<file path="config.mk">
export PLATFORM = sky130hd
export DESIGN_NAME = meas_seq
export DESIGN_NICKNAME = d
export VERILOG_FILES = /design/src/rtl/meas_pkg.sv /design/src/rtl/ms_cnt.sv /design/src/rtl/meas_seq.sv
export SDC_FILE = /design/constraint.sdc
export NUM_CORES = 1
export LEC_CHECK = 0
export ABC_AREA = 1
export CORE_UTILIZATION = 30
export DETAILED_ROUTE_END_ITERATION = 10
export PLACE_DENSITY = 0.56
export SLEW_MARGIN = 20
export SYNTH_ARGS = -nofsm -noshare
export SYNTH_HDL_FRONTEND = slang
export SYNTH_SLANG_ARGS = --single-unit
</file>
<file path="constraint.sdc">
create_clock -name clk -period 2.5 [get_ports clk]
set_clock_uncertainty 0.1 [all_clocks]
set_input_delay 0.75 -clock clk [delete_from_list [all_inputs] [get_ports clk]]
set_output_delay 0.75 -clock clk [all_outputs]
set_load 0.05 [all_outputs]
</file>
<file path="src/rtl/meas_pkg.sv">
// Shared state encoding and default timing constants for the measurement sequencer.
package meas_pkg;

    typedef enum logic [2:0] {
        ST_IDLE      = 3'd0,
        ST_WAIT_MEAS = 3'd1,
        ST_CONV      = 3'd2,
        ST_WAIT_CONV = 3'd3,
        ST_LATCH     = 3'd4
    } state_t;

    localparam int PERIOD_MS_DEF = 200;
    localparam int TMO_MS_DEF    = 500;
    localparam int CNT_W         = 10;

endpackage

</file>
<file path="src/rtl/ms_cnt.sv">
// Millisecond tick counter: clear has priority over enable; tc_o flags the terminal count.
// Latency: count updates on the edge after en_i; no backpressure.
module ms_cnt #(
    parameter int W  = 10,
    parameter int TC = 1
) (
    input  logic clk,
    input  logic rst,
    input  logic clr_i,
    input  logic en_i,
    output logic tc_o
);

    logic [W-1:0] cnt_q, cnt_d;

    always_comb begin
        cnt_d = cnt_q;
        if (clr_i) begin
            cnt_d = '0;
        end else if (en_i) begin
            cnt_d = cnt_q + 1'b1;
        end
    end

    always_ff @(posedge clk) begin
        if (rst) begin
            cnt_q <= '0;
        end else begin
            cnt_q <= cnt_d;
        end
    end

    assign tc_o = (cnt_q == W'(TC));

endmodule

</file>
<file path="src/rtl/meas_seq.sv">
// Periodic measure -> BCD convert -> display sequencer with per-phase timeout.
// Latency: meas_ok->conv_st 2 cycles, conv_done->upd 1 cycle; strobes are single-cycle, no backpressure.
module meas_seq
    import meas_pkg::*;
#(
    parameter int PERIOD_MS = PERIOD_MS_DEF,
    parameter int TMO_MS    = TMO_MS_DEF
) (
    input  logic        clk,
    input  logic        rst,
    input  logic        ce1ms,
    input  logic        sel,
    input  logic        hold,
    input  logic        meas_ok,
    input  logic [11:0] meas_rms,
    input  logic [11:0] meas_pic,
    output logic        conv_st,
    output logic [11:0] conv_bin,
    input  logic        conv_done,
    input  logic [15:0] conv_dec,
    output logic [15:0] disp_dat,
    output logic        upd,
    output logic        err,
    output logic        busy
);

    state_t      state_q, state_d;
    logic [11:0] conv_bin_q, conv_bin_d;
    logic [15:0] dec_q, dec_d;
    logic [15:0] disp_q, disp_d;
    logic        conv_st_q, conv_st_d;
    logic        upd_q, upd_d;
    logic        err_q, err_d;
    logic        busy_q, busy_d;

    logic in_idle, waiting, per_tc, tmo_tc, wrap, tmo;

    assign in_idle = (state_q == ST_IDLE);
    assign waiting = (state_q == ST_WAIT_MEAS) || (state_q == ST_WAIT_CONV);
    assign wrap    = in_idle && ce1ms && per_tc;
    assign tmo     = waiting && ce1ms && tmo_tc;

    // Period counter only runs in IDLE, so every return to IDLE restarts from zero.
    ms_cnt #(.W(CNT_W), .TC(PERIOD_MS - 1)) u_per_cnt (
        .clk   (clk),
        .rst   (rst),
        .clr_i (wrap),
        .en_i  (in_idle && ce1ms),
        .tc_o  (per_tc)
    );

    // Held at zero outside the wait states, so each wait phase starts a fresh timeout.
    ms_cnt #(.W(CNT_W), .TC(TMO_MS - 1)) u_tmo_cnt (
        .clk   (clk),
        .rst   (rst),
        .clr_i (!waiting),
        .en_i  (waiting && ce1ms),
        .tc_o  (tmo_tc)
    );

    always_comb begin
        state_d    = state_q;
        conv_bin_d = conv_bin_q;
        dec_d      = dec_q;
        disp_d     = disp_q;
        err_d      = err_q;
        conv_st_d  = 1'b0;
        upd_d      = 1'b0;
        unique case (state_q)
            ST_IDLE: begin
                if (wrap && !hold) state_d = ST_WAIT_MEAS;
            end
            ST_WAIT_MEAS: begin
                // A strobe arriving with the final tick beats the timeout.
                if (meas_ok) begin
                    conv_bin_d = sel ? meas_pic : meas_rms;
                    state_d    = ST_CONV;
                end else if (tmo) begin
                    err_d   = 1'b1;
                    state_d = ST_IDLE;
                end
            end
            ST_CONV: begin
                conv_st_d = 1'b1;
                state_d   = ST_WAIT_CONV;
            end
            ST_WAIT_CONV: begin
                if (conv_done) begin
                    dec_d   = conv_dec;
                    upd_d   = 1'b1;
                    state_d = ST_LATCH;
                end else if (tmo) begin
                    err_d   = 1'b1;
                    state_d = ST_IDLE;
                end
            end
            ST_LATCH: begin
                disp_d  = dec_q;
                err_d   = 1'b0;
                state_d = ST_IDLE;
            end
            default: state_d = ST_IDLE;
        endcase
        busy_d = (state_d != ST_IDLE);
    end

    always_ff @(posedge clk) begin
        if (rst) begin
            state_q    <= ST_IDLE;
            conv_bin_q <= '0;
            dec_q      <= '0;
            disp_q     <= '0;
            conv_st_q  <= 1'b0;
            upd_q      <= 1'b0;
            err_q      <= 1'b0;
            busy_q     <= 1'b0;
        end else begin
            state_q    <= state_d;
            conv_bin_q <= conv_bin_d;
            dec_q      <= dec_d;
            disp_q     <= disp_d;
            conv_st_q  <= conv_st_d;
            upd_q      <= upd_d;
            err_q      <= err_d;
            busy_q     <= busy_d;
        end
    end

    assign conv_st  = conv_st_q;
    assign conv_bin = conv_bin_q;
    assign disp_dat = disp_q;
    assign upd      = upd_q;
    assign err      = err_q;
    assign busy     = busy_q;

endmodule

</file>
==> out/results.ini <==
[status]
status = completed

[synth]
synth_cell_types = 31
syn_nets = 436
avgSynthCellArea_um2 = 7.84
synth-warning-count = 0
yosysTopAreaCellShare_pct = 46.9
synthFlopType = dfxtp_1
netlist_area_mm2 = 0.00303
yosysSeqAreaShare_pct = 46.9
synthTopCellsByCount = nor2_1 (94), dfxtp_1 (71), nand2_1 (49)
yosys.area.top_type = dfxtp_1
synth_area_leaders = dfxtp_1 (47%), nor2_1 (12%), o21ai_0 (7.8%)
synth_edf_count = 0
synth-seq-cells = 71
yosysMostFrequentCell = nor2_1
async_flop_share_pct = 0
syn_inst = 387

[critical_path]
crit_path_max_fanout = 2
critPathSlowestCell = clkdlybuf4s50_1
startpoint_type = flip-flop
slowest_delay_ps = 840
timing_worst_setup_path_type = flip-flop to primary output
crit_required_ps = 1650
path_cells = clkdlybuf4s50_1
critical-path-top-delay-family = buffers and inverters
timing.critical_path.buf_inv = 1
crit_arrival_ps = 1520
cp-end-kind = primary output

[sta]
rsz0062_at_grt = no
slew_violations = 0
fin_crit_sh_pct = 94.7
finalHoldViolCount = 0
hold_ws_ps = 349
max_freq_ghz = 0.422
finalSetupViolations = 0
worst_slack_ps = 133
setup-tns-final_ps = 0
worst_pin_slew_ps = 552
layout_min_cycle_time_ps = 2370
max_slew_margin_pct = 63.1

[placement]
port_buffers = 78
gp_congestion = 0.781
place_ws_ps = 159
dp_hpwl_um = 5170

[clock_network]
cts-root-buf = clkbuf_8
cts_buffer_depth = 2
htree_num_levels = 3
hold_buffers = 0
post-cts-setup-buffer-count = 0
clkTransAtPathRegs_ps = 90
cts_sinks = 71
clk-insertion-delay-late_ps = 350
cts_buffers = 9
cts_tree = built
cts_resized = 0

[finish]
n_antenna_cell = 0
n_fill_cell = 1008
drive_gt1_share_pct = 8.82
area_growth_syn_to_layout_pct = 38.1
utilization_pct = 42.8
nets = 520

[global_routing]
antenna_found_initial = 0
grt_busiest_layer = met2
grt_use_met1_pct = 16.4
grt_max_degree = 25
grt_pass1_vias = 2556
grtUsageTotal_pct = 14.2
met2_usage_pct = 24.5
grt_overflow = 0
grtUsageMet3_pct = 4.95
grt_pass1_wl_um = 11500

[routing]
totalWireLength_um = 7050
drc = 0
wl_per_cell_um = 11.6
drt-vias-per-instance = 4.43
drtIter0Drc = 72
antenna_left = 0
num_vias = 2696
drtPass1Iterations = 4

[floorplan]
core_area_mm2 = 0.00977
row_count = 36
die-area_mm2 = 0.0105
io_pins = 79
start_util_pct = 31.0
die_w_um = 103
die_h_um = 103

[power_and_ir_drop]
power.leakage_nw = 1.63
vdd_drop_max_uv = 322
cellPowerDensity_mw_per_mm2 = 553
finalPower_mw = 2.32

[flow_run]
max-cap-violations = 0

[hold_path]
hp-class = flip-flop to flip-flop

final cells by class:
class	instances	area, µm²	area share, %
multi-input cells	276	1430	34.1
flip-flops and latches	71	1420	33.9
repair buffers	86	841	20.1
well taps	133	166	3.97
clock buffers	9	124	2.96
inverters	27	104	2.48
clock inverters	7	103	2.45
kinds of logic (layout without fill, tap and decap cells):
kind of cell	after synthesis	count (layout)	synth area share, %
buffers and inverters	40	129	6.02
AOI/OAI and AO/OA	76	76	12.9
and+or+nand+nor	178	178	27.1
adders and majority gates	2	2	0.825
muxes	12	12	3.96
DFF	71	71	46.9
xor gates and xnor gates	8	8	2.31
placed cells by master, fill, tap and decap left out, types with 2 or more instances in the layout:
master,count
o21ai_0,47
clkbuf_8,9
nand4_1,6
ha_1,2
nand2_1,49
a21oi_1,26
xor2_1,5
nor2_1,94
xnor2_1,3
buf_4,8
nor2_4,6
clkdlybuf4s50_1,78
dfxtp_1,71
nand2_2,2
inv_6,2
mux2i_1,12
nand3_4,3
bufinv_16,2
nand3_1,12
inv_1,25
registers in the layout, summed over array words and instances, names as in the netlist:
register	flops
state_q	3
disp_dat	16
u_tmo_cnt.cnt_q	10
conv_bin	12
conv_st	1
dec_q	16
u_per_cnt.cnt_q	10
upd	1
err	1
busy	1
worst paths after layout:
check                           depth (start not counted)  slack, ps     endpoint        from
worst min register to register                          2        350          err         err
worst max register to register                          5        780  disp_dat[0]  state_q[0]
worst min-delay path                                    2        350          err         err
worst max-delay path                                    1        130          err         err
metrics by stage:
step,cell area (µm²),std cells
3_3_place_gp,3960,593
2_1_floorplan,3030,387
4_1_cts,4190,609
5_1_grt,4190,609
6_report,4190,609
3_5_place_dp,3960,593
tightest hold or removal path, stage by stage, from the launching register on:
cell,delay [ps]
dfxtp_1,320
inv_1,40
a21oi_1,50
power breakdown:
group / switching, mW / total, mW / internal (mW)
clock network: 0.470 / 1.05 / 0.576
logic: 0.0485 / 0.135 / 0.0864
registers: 0.00363 / 1.14 / 1.13
total: 0.522 / 2.32 / 1.79
metal layers:
metal	part of all wire (%)	vias to the layer above
met4	1.6	0
met1	43	1192
met2	49	68
met3	6.3	10
li1	-	1426
met5	0	-
No activity file was read; power rests on OpenSTA's default activity.
